===== src/rtl/muldiv_unit.sv =====
// ---------------------------------------------------------------------------
// muldiv_unit
// Iterative multiply/divide unit for the EX stage. It owns the architectural
// HI/LO registers. MULT/MULTU use a shift-add loop and DIV/DIVU use a
// restoring shift-subtract loop. Both loops run on operand magnitudes, and
// the signs are applied in a final FIX cycle.
//
// Ports:
//   clock_i       system clock, all state updates on posedge
//   reset_i       synchronous active-high reset, aborts any operation
//   start_i       launch op_i on a_i/b_i (accepted only while idle)
//   op_i          00=MULT 01=MULTU 10=DIV 11=DIVU
//   a_i, b_i      rs / rt operands
//   hilo_we_i     MTHI/MTLO strobe (idle only, start_i wins)
//   hilo_sel_i    0=LO 1=HI, target of hilo_we_i and source of rdata_o
//   hilo_wdata_i  MTHI/MTLO data
//   rdata_o       combinational MFHI/MFLO read
//   hi_o, lo_o    HI/LO registers
//   busy_o        high whenever the unit is not idle
//   done_o        one-cycle pulse when HI/LO first show a new result
//
// Optional feature, enabled by defining the macro MULDIV_FAST_MUL_EN:
//   MULT/MULTU use a single-cycle array multiplier and skip the iterative
//   loop. The result is visible two edges after start. DIV/DIVU do not change.
// ---------------------------------------------------------------------------
module muldiv_unit #(
  parameter int XLEN  = 32,
  parameter int CNT_W = 6
) (
  input  logic            clock_i,
  input  logic            reset_i,
  input  logic            start_i,
  input  logic [1:0]      op_i,
  input  logic [XLEN-1:0] a_i,
  input  logic [XLEN-1:0] b_i,
  input  logic            hilo_we_i,
  input  logic            hilo_sel_i,
  input  logic [XLEN-1:0] hilo_wdata_i,
  output logic [XLEN-1:0] rdata_o,
  output logic [XLEN-1:0] hi_o,
  output logic [XLEN-1:0] lo_o,
  output logic            busy_o,
  output logic            done_o
);

  typedef enum logic [1:0] {
    S_IDLE = 2'd0,
    S_RUN  = 2'd1,
    S_FIX  = 2'd2
  } state_e;

  localparam logic [CNT_W-1:0] CNT_LAST = CNT_W'(XLEN - 1);
`ifdef MULDIV_FAST_MUL_EN
  localparam logic [CNT_W-1:0] CNT_ONE  = CNT_W'(1);
`endif

  function automatic logic [XLEN-1:0] neg_w(input logic [XLEN-1:0] v);
    return (~v) + {{(XLEN-1){1'b0}}, 1'b1};
  endfunction

  function automatic logic [2*XLEN-1:0] neg_dw(input logic [2*XLEN-1:0] v);
    return (~v) + {{(2*XLEN-1){1'b0}}, 1'b1};
  endfunction

  state_e              state_q, state_d;
  logic                is_div_q, is_div_d;
  logic                neg_q, neg_d;     // negate product / quotient
  logic                rneg_q, rneg_d;   // negate remainder (sign of dividend)
  logic [XLEN-1:0]     opnd_q, opnd_d;   // |multiplicand| or |divisor|
  logic [2*XLEN-1:0]   acc_q, acc_d;     // mul: {partial, multiplier}; div: {rem, dividend/quotient}
  logic [CNT_W-1:0]    cnt_q, cnt_d;
  logic [XLEN-1:0]     hi_q, hi_d;
  logic [XLEN-1:0]     lo_q, lo_d;
  logic                done_q, done_d;

  logic                a_neg_s, b_neg_s;
  logic [XLEN-1:0]     mag_a_s, mag_b_s;
  logic [XLEN:0]       mul_sum_s;
  logic                div_ge_s;
  logic [XLEN-1:0]     div_diff_s;
  logic [2*XLEN-1:0]   prod_s;
  logic [XLEN-1:0]     quo_s, rem_s, fix_hi_s, fix_lo_s;

  // Only the signed ops (op_i[0]==0) treat the operand MSB as a sign bit.
  assign a_neg_s = ~op_i[0] & a_i[XLEN-1];
  assign b_neg_s = ~op_i[0] & b_i[XLEN-1];
  assign mag_a_s = a_neg_s ? neg_w(a_i) : a_i;
  assign mag_b_s = b_neg_s ? neg_w(b_i) : b_i;

  // One shift-add step. The carry out of the upper half shifts back in at the MSB.
  assign mul_sum_s = {1'b0, acc_q[2*XLEN-1:XLEN]}
                   + {1'b0, (acc_q[0] ? opnd_q : {XLEN{1'b0}})};

  // One restoring step. The trial value is {remainder, next dividend bit}.
  // It can be XLEN+1 bits wide, so the compare uses all of it. The difference
  // is smaller than the divisor, so its low XLEN bits are enough.
  assign div_ge_s   = acc_q[2*XLEN-1:XLEN-1] >= {1'b0, opnd_q};
  assign div_diff_s = acc_q[2*XLEN-2:XLEN-1] - opnd_q;

`ifdef MULDIV_FAST_MUL_EN
  logic [2*XLEN-1:0] fast_prod_s;
  assign fast_prod_s = {{XLEN{1'b0}}, opnd_q} * {{XLEN{1'b0}}, acc_q[XLEN-1:0]};
`endif

  // Sign fixup of the finished magnitudes.
  assign prod_s   = neg_q  ? neg_dw(acc_q) : acc_q;
  assign quo_s    = neg_q  ? neg_w(acc_q[XLEN-1:0]) : acc_q[XLEN-1:0];
  assign rem_s    = rneg_q ? neg_w(acc_q[2*XLEN-1:XLEN]) : acc_q[2*XLEN-1:XLEN];
  assign fix_hi_s = is_div_q ? rem_s : prod_s[2*XLEN-1:XLEN];
  assign fix_lo_s = is_div_q ? quo_s : prod_s[XLEN-1:0];

  // Next-state and datapath logic for the IDLE -> RUN -> FIX sequence.
  always_comb begin
    state_d  = state_q;
    is_div_d = is_div_q;
    neg_d    = neg_q;
    rneg_d   = rneg_q;
    opnd_d   = opnd_q;
    acc_d    = acc_q;
    cnt_d    = cnt_q;
    hi_d     = hi_q;
    lo_d     = lo_q;
    done_d   = 1'b0;
    case (state_q)
      S_IDLE: begin
        if (start_i) begin
          is_div_d = op_i[1];
          opnd_d   = op_i[1] ? mag_b_s : mag_a_s;
          acc_d    = {{XLEN{1'b0}}, (op_i[1] ? mag_a_s : mag_b_s)};
          cnt_d    = {CNT_W{1'b0}};
          if (op_i[1]) begin
            // Divide by zero keeps the all-ones quotient unsigned. The
            // remainder then rebuilds a_i from |a| and the sign of a.
            neg_d  = (a_neg_s ^ b_neg_s) & (|b_i);
            rneg_d = a_neg_s;
          end else begin
            neg_d  = a_neg_s ^ b_neg_s;
            rneg_d = 1'b0;
          end
`ifdef MULDIV_FAST_MUL_EN
          state_d = op_i[1] ? S_RUN : S_FIX;
`else
          state_d = S_RUN;
`endif
        end else if (hilo_we_i) begin
          if (hilo_sel_i) begin
            hi_d = hilo_wdata_i;
          end else begin
            lo_d = hilo_wdata_i;
          end
        end else begin
          state_d = S_IDLE;
        end
      end
      S_RUN: begin
        cnt_d = cnt_q + {{(CNT_W-1){1'b0}}, 1'b1};
        if (is_div_q) begin
          if (div_ge_s) begin
            acc_d = {div_diff_s, acc_q[XLEN-2:0], 1'b1};
          end else begin
            acc_d = {acc_q[2*XLEN-2:0], 1'b0};
          end
        end else begin
          acc_d = {mul_sum_s, acc_q[XLEN-1:1]};
        end
        if (cnt_q == CNT_LAST) begin
          state_d = S_FIX;
        end else begin
          state_d = S_RUN;
        end
      end
      S_FIX: begin
`ifdef MULDIV_FAST_MUL_EN
        // The first FIX cycle of a fast multiply loads the product.
        if (!is_div_q && (cnt_q == {CNT_W{1'b0}})) begin
          acc_d = fast_prod_s;
          cnt_d = CNT_ONE;
        end else begin
          hi_d    = fix_hi_s;
          lo_d    = fix_lo_s;
          done_d  = 1'b1;
          cnt_d   = {CNT_W{1'b0}};
          state_d = S_IDLE;
        end
`else
        hi_d    = fix_hi_s;
        lo_d    = fix_lo_s;
        done_d  = 1'b1;
        cnt_d   = {CNT_W{1'b0}};
        state_d = S_IDLE;
`endif
      end
      default: begin
        state_d = S_IDLE;
      end
    endcase
  end

  // State, datapath and output registers, with synchronous reset.
  always_ff @(posedge clock_i) begin
    if (reset_i) begin
      state_q  <= S_IDLE;
      is_div_q <= 1'b0;
      neg_q    <= 1'b0;
      rneg_q   <= 1'b0;
      opnd_q   <= {XLEN{1'b0}};
      acc_q    <= {(2*XLEN){1'b0}};
      cnt_q    <= {CNT_W{1'b0}};
      hi_q     <= {XLEN{1'b0}};
      lo_q     <= {XLEN{1'b0}};
      done_q   <= 1'b0;
    end else begin
      state_q  <= state_d;
      is_div_q <= is_div_d;
      neg_q    <= neg_d;
      rneg_q   <= rneg_d;
      opnd_q   <= opnd_d;
      acc_q    <= acc_d;
      cnt_q    <= cnt_d;
      hi_q     <= hi_d;
      lo_q     <= lo_d;
      done_q   <= done_d;
    end
  end

  assign hi_o    = hi_q;
  assign lo_o    = lo_q;
  assign done_o  = done_q;
  assign busy_o  = (state_q != S_IDLE);
  assign rdata_o = hilo_sel_i ? hi_q : lo_q;

endmodule


===== config.mk =====
export PLATFORM = sky130hd
export DESIGN_NAME = muldiv_unit
export DESIGN_NICKNAME = d
export VERILOG_FILES = /design/src/rtl/muldiv_unit.sv
export SDC_FILE = /design/constraint.sdc
export NUM_CORES = 1
export LEC_CHECK = 0
export CORE_MARGIN = 2
export CORE_UTILIZATION = 53
export CTS_BUF_LIST = sky130_fd_sc_hd__clkbuf_4
export DETAILED_ROUTE_END_ITERATION = 8
export PLACE_DENSITY = 0.81
export RECOVER_POWER = 100
export SYNTH_ARGS = -nofsm -noshare
export SYNTH_HDL_FRONTEND = slang
export SYNTH_SLANG_ARGS = --single-unit
export TNS_END_PERCENT = 10

===== constraint.sdc =====
create_clock -name clock_i -period 3.1 [get_ports clock_i]
set_input_delay 0.62 -clock clock_i [delete_from_list [all_inputs] [get_ports clock_i]]
set_output_delay 0.62 -clock clock_i [all_outputs]
set_load 0.1 [all_outputs]

Yosys cells after proc, flatten, opt, wreduce, memory -nomap -nowiden --
Index checks and enable logic that the tools add are counted.
Storage, ports and cells: logic and storage cells 81, register bits after elaboration 172, input port bits 103
Operators by class: mux-type cells 32, $lt $le $gt $ge 1, add/sub/neg operators 8, bitwise operators 10, equality and inequality tests 9, reduce and logical (&&, ||, !) cells 11
Operators by type and width (count):
- 2-to-1 mux 32 bit | 16
- 2-to-1 mux 64 bit | 4
- adder 32 x 1 -> 32 bit (second input constant) | 4
- NOT 32 bit | 4
- one-hot mux 32 bit (2 select lines) | 2
- one-hot mux 64 bit (2 select lines) | 1
- adder 64 x 1 -> 64 bit (second input constant) | 1
- NOT 64 bit | 1
- adder 32 x 32 -> 33 bit | 1
- greater-or-equal comparator 33 x 32 -> 1 bit | 1
- OR reduction 32 bit | 1
- subtractor 32 bit | 1
- one-hot mux 6 bit (3 select lines) | 1
- inequality test 2 bit (second input constant) | 5
- AND reduction 4 bit | 2
- adder 6 x 1 -> 6 bit (second input constant) | 1
- == test 6 x 5 -> 1 bit (second input constant) | 1
- 2-to-1 mux 2 bit | 3
- 2-to-1 mux 6 bit | 1
- AND reduction 2 bit | 3
- nonzero test 2 bit | 3
- one-hot mux 2 bit (2 select lines) | 1
- bitwise AND 1 bit | 3
- 2-to-1 mux 1 bit | 3
- 7 further kinds | 7

Depth between registers and ports, before layout --
word-level depth 6, depth in mapped cells 14, depth with buffers taken out 13

Least setup slack after synthesis --
Ideal clock, no wire load.
path kind reg2reg, from reg opnd_q[1], to reg acc_q[32], data arrival time 2.829 ns, path slack 0.134 ns, required time 2.963 ns, cell stages (with the launch flop) 14, clock period less this slack 2.966 ns, buffers on the path 2, library setup time 0.137 ns, cell sequence dfxtp_1 -> inv_1 -> ha_1 -> nor2b_1 -> o31ai_1 -> o21ai_0 -> o21ai_0 -> o21ai_1 -> a21boi_1 -> buf_2 -> buf_2 -> nor2_1 -> a21oi_1 -> o221ai_1
On the way: cells in the longest elaborated chain, start to end 4
Ends and longest elaborated chain:
- from (decl) | line 69 | logic [XLEN-1:0] opnd_q, opnd_d;
- from (signal assigned) | line 206 | opnd_q <= {XLEN{1'b0}};
- from (signal assigned) | line 217 | opnd_q <= opnd_d;
- 2-to-1 mux 32 bit or greater-or-equal comparator 33 x 32 -> 1 bit (tied branches) | line 92, 97
- adder 32 x 32 -> 33 bit or 2-to-1 mux 64 bit (tied branches) | line 92, 158
- 2-to-1 mux 64 bit * | line 157 | if (is_div_q) begin
- one-hot mux 64 bit (2 select lines) * | line 124 | case (state_q)
- to (signal assigned) | line 207 | acc_q <= {(2*XLEN){1'b0}};
- to (decl) | line 70 | logic [2*XLEN-1:0] acc_q, acc_d;
Mark *: on every way between the ends. The rest lies on a longest branch, timed or not. A chain may end at the register's enable or synchronous reset.

Worst setup path after layout --
from reg acc_q[32], to reg acc_q[38]
On the way: cells in the longest elaborated chain, start to end 4
Ends and longest elaborated chain:
- subtractor 32 bit or greater-or-equal comparator 33 x 32 -> 1 bit (tied branches) | line 98, 97
- 2-to-1 mux 64 bit | line 158 | if (div_ge_s) begin
- 2-to-1 mux 64 bit * | line 157
- one-hot mux 64 bit (2 select lines) * | line 124
Marks and branches as above.

==> impl_results.md <==
- Root Buffer: clkbuf_4
- Fin crit period: 3.08 ns
- Setup WS post-layout: 0.0220 ns
- Buf/Inv on CP: 3
- Critical Path, Cell by Cell: buf_4 > ha_1 > nor2b_1 > o31ai_1 > o21ai_0 > o21ai_1 > buf_4 > o21ai_2 > a21boi_2 > buf_12 > mux2i_1 > nor2_1 > a211o_1
- Setup violations, final: 0
- Post-route cell area: 19600 um^2
- CTS buffer count: 17
- Gpl congestion: 1.00
- Starting DRC count in detailed routing: 1915
- Chip Height: 174 um
- Req. time, crit path: 3.66 ns
- Maximum buffer depth of the clock tree: 2
- Filler cells: 2552
- Non-filler cells in the finished layout: 2818
- Power Density: 351 nW/um^2
- Post-synth net total: 2258
- Routed vias/inst: 6.19
- Layout cell share with drive strength beyond 1: 17.5%
- Final #Nets: 2597
- Detailed-route DRC error count: 0
- Share of the synthesized area in the top cell type: 22.5%
- CTS tree: done
- MaxCap Viol Count: 0
- Core Box Area: 28500 um^2
- Initial antenna violation count: 1
- Routed wire length: 59.2 mm
- Port bufs: 200
- Post-synth top flop: dfxtp_1
- LEAKAGE: 8.16 nW
- CP max stage cell: dfxtp_2
- Starting Density: 53.5%
- CP most frequent cell: buf_4
- Die area: 30200 um^2
- Clk_lat worst skew: 0.66 ns
- CP top delay family: compound AO/OA/AOI/OAI gates
- Max incr delay on CP: 0.38 ns
- Syn_area_per_cell: 7.34 um^2
- Fraction of registers with async set/reset: 0%
- Largest net degree at the start of global routing: 89
- Critical Path AT: 3.64 ns
- Area of the multi-input gates: 11200 um^2
- # H-tree levels: 4
- Average wire per standard cell: 21.0 um
- Placed cell count: 2782
- Final setup TNS: 0 ns
- Peak supply drop: 206 uV
- Sequential cell area: 3450 um^2
- Cell type with the largest total area after synthesis: dfxtp_1
- # IOs: 201
- Via count: 17500
- Synth Warn #: 0
- First-pass GRT wire length: 91.0 mm
- Hold WS: 0.394 ns
- Period utilization: 99.3%
- Hpwl dp: 47.5 mm
- Final Util: 68.7%
- Placed Instance Area: 19400 um^2
- Critical path class: register to register
- Sink Count: 172
- #FFs+latches synth: 172
- Tot Pwr: 6.89 mW
- Critical path endpoint category: register
- Largest cells by area after synthesis: dfxtp_1, nor2_1, a21oi_1
- Vias in the first global route: 16400
- Num rows: 62
- Synthesized area: 15300 um^2
- Setup crit start kind: register
- Final antenna-violating net count: 0
- Max-slew violations: 0
- Hold WC Path Type: primary input to register
- Number of synthesized flops with an enable pin: 0
- RSZ-0062 raised after global routing: true
- Final Hold Fails: 0
- Status: finished clean
- Area growth syn-to-layout: 28.5%
- Worst-path fanout max: 33
- Fmax: 325 MHz
- Cell count after synthesis: 2081
- Worst-Margin Slew: 1.29 ns
- Drt first pass iters: 6
- GRT Util Overall: 38.1%
- Distinct cells, synth: 80
- Clock Skews: 0.0368 ns
- Register area share after synthesis: 22.5%
- Die width: 174 um
- Slew headroom: 13.8%
- Total global routing overflow: 0
- Clock slew at reported path FFs: 0.20 ns
- Post-place setup slack: -0.332 ns
cell families (layout without fill, tap and decap cells):
family | Yosys count | count (layout) | synth area share (%)
flops | 172 | 172 | 22.5
compound gates | 639 | 639 | 27.3
mux | 106 | 106 | 7.41
fa+ha+maj | 74 | 74 | 6.16
xor+xnor | 172 | 172 | 9.86
simple gates | 693 | 693 | 20.9
buf+inv | 225 | 577 | 5.82
other cells | 0 | 1 | 0
layout by cell type (no fill, tap or decap), types with 11 or more instances in the layout:
master,netlist,layout
a211oi_1,108,106
a21o_1,33,33
a21oi_1,187,181
a22oi_1,11,11
a311oi_1,17,17
a31oi_1,16,14
buf_12,0,34
buf_4,4,243
clkbuf_1,120,73
clkbuf_4,0,21
clkdlybuf4s50_1,0,96
dfxtp_1,172,168
ha_1,72,68
inv_1,79,79
mux2_1,0,31
mux2_2,56,25
mux2i_1,50,50
nand2_1,181,182
nand2b_1,16,15
nand3_1,20,20
nand4_1,15,15
nor2_1,280,277
nor2b_1,17,16
nor3_1,59,57
nor4_1,24,20
o211ai_1,30,30
o21ai_0,110,100
o21ai_1,6,13
o31ai_1,29,26
o41ai_1,10,11
or2_2,12,11
or4_1,14,13
xnor2_1,81,81
xor2_1,91,89
flip-flops by register name, indices dropped and copies added, names as in the netlist:
name / flops
acc_q: 64
cnt_q: 6
done_o: 1
hi_o: 32
is_div_q: 1
lo_o: 32
neg_q: 1
opnd_q: 32
rneg_q: 1
state_q: 2
cells in the mapped netlist (6+ instances only):
master and count:
nor2_1 280, a21oi_1 187, nand2_1 181, dfxtp_1 172
clkbuf_1 120, o21ai_0 110, a211oi_1 108, xor2_1 91
xnor2_1 81, inv_1 79, ha_1 72, nor3_1 59
mux2_2 56, mux2i_1 50, a21o_1 33, o211ai_1 30
o31ai_1 29, nor4_1 24, nand3_1 20, a311oi_1 17
nor2b_1 17, a31oi_1 16, nand2b_1 16, nand4_1 15
or4_1 14, or2_2 12, a22oi_1 11, buf_1 11
o21a_1 10, o41ai_1 10, or3_1 10, and2_1 9
and3_1 9, a22o_1 8, a32o_1 8, o21bai_1 8
o221ai_1 8, a41oi_1 6, buf_2 6, o21ai_1 6
cell type report:
cell class / instances / share of cell area, %
Multi-Input combinational cell: 1684 / 57.0
Timing Repair Buffer: 464 / 19.8
Sequential cell: 172 / 17.6
Tap cell: 384 / 2.45
Inverter: 81 / 1.55
Clock inverter: 14 / 0.880
Clock buffer: 18 / 0.689
Antenna cell: 1 / 0.0128
timing repair:
| action | in CTS | in global routing |
|---|---|---|
| buffers inserted | 0 | 3 |
| setup endpoints to repair | 8 | 40 |
| hold buffers | 0 | 0 |
| gates resized for setup | 4 | 61 |
| pin swaps | 0 | 9 |
report_power, final:
part           total [mW]  internal, mW  switching, mW
Sequential           2.47          2.34          0.133
Clock                1.41         0.389           1.02
Combinational        3.01          1.15           1.86
path summary, 6_finish.rpt:
path                                              start                       to  slack, ns  depth (start not counted)
worst max-delay path             acc_q[32]$_SDFFE_PP0P_   acc_q[38]$_SDFFE_PP0P_       0.02                         13
worst max register to register   acc_q[32]$_SDFFE_PP0P_   acc_q[38]$_SDFFE_PP0P_       0.02                         13
worst min-delay path                            reset_i     lo_o[3]$_SDFFE_PP0P_       0.39                          2
worst min register to register  opnd_q[22]$_SDFFE_PP0P_  opnd_q[22]$_SDFFE_PP0P_       0.47                          2
routing by layer:
layer,routed length [um],vias up,GRT usage (%)
met1,24000,8096,48.7
met5,0,-,0
met4,3330,0,19.7
li1,-,8231,-
met2,27000,961,62.2
met3,4830,164,5.79
Note: power is estimated with default switching activity, not from simulation.
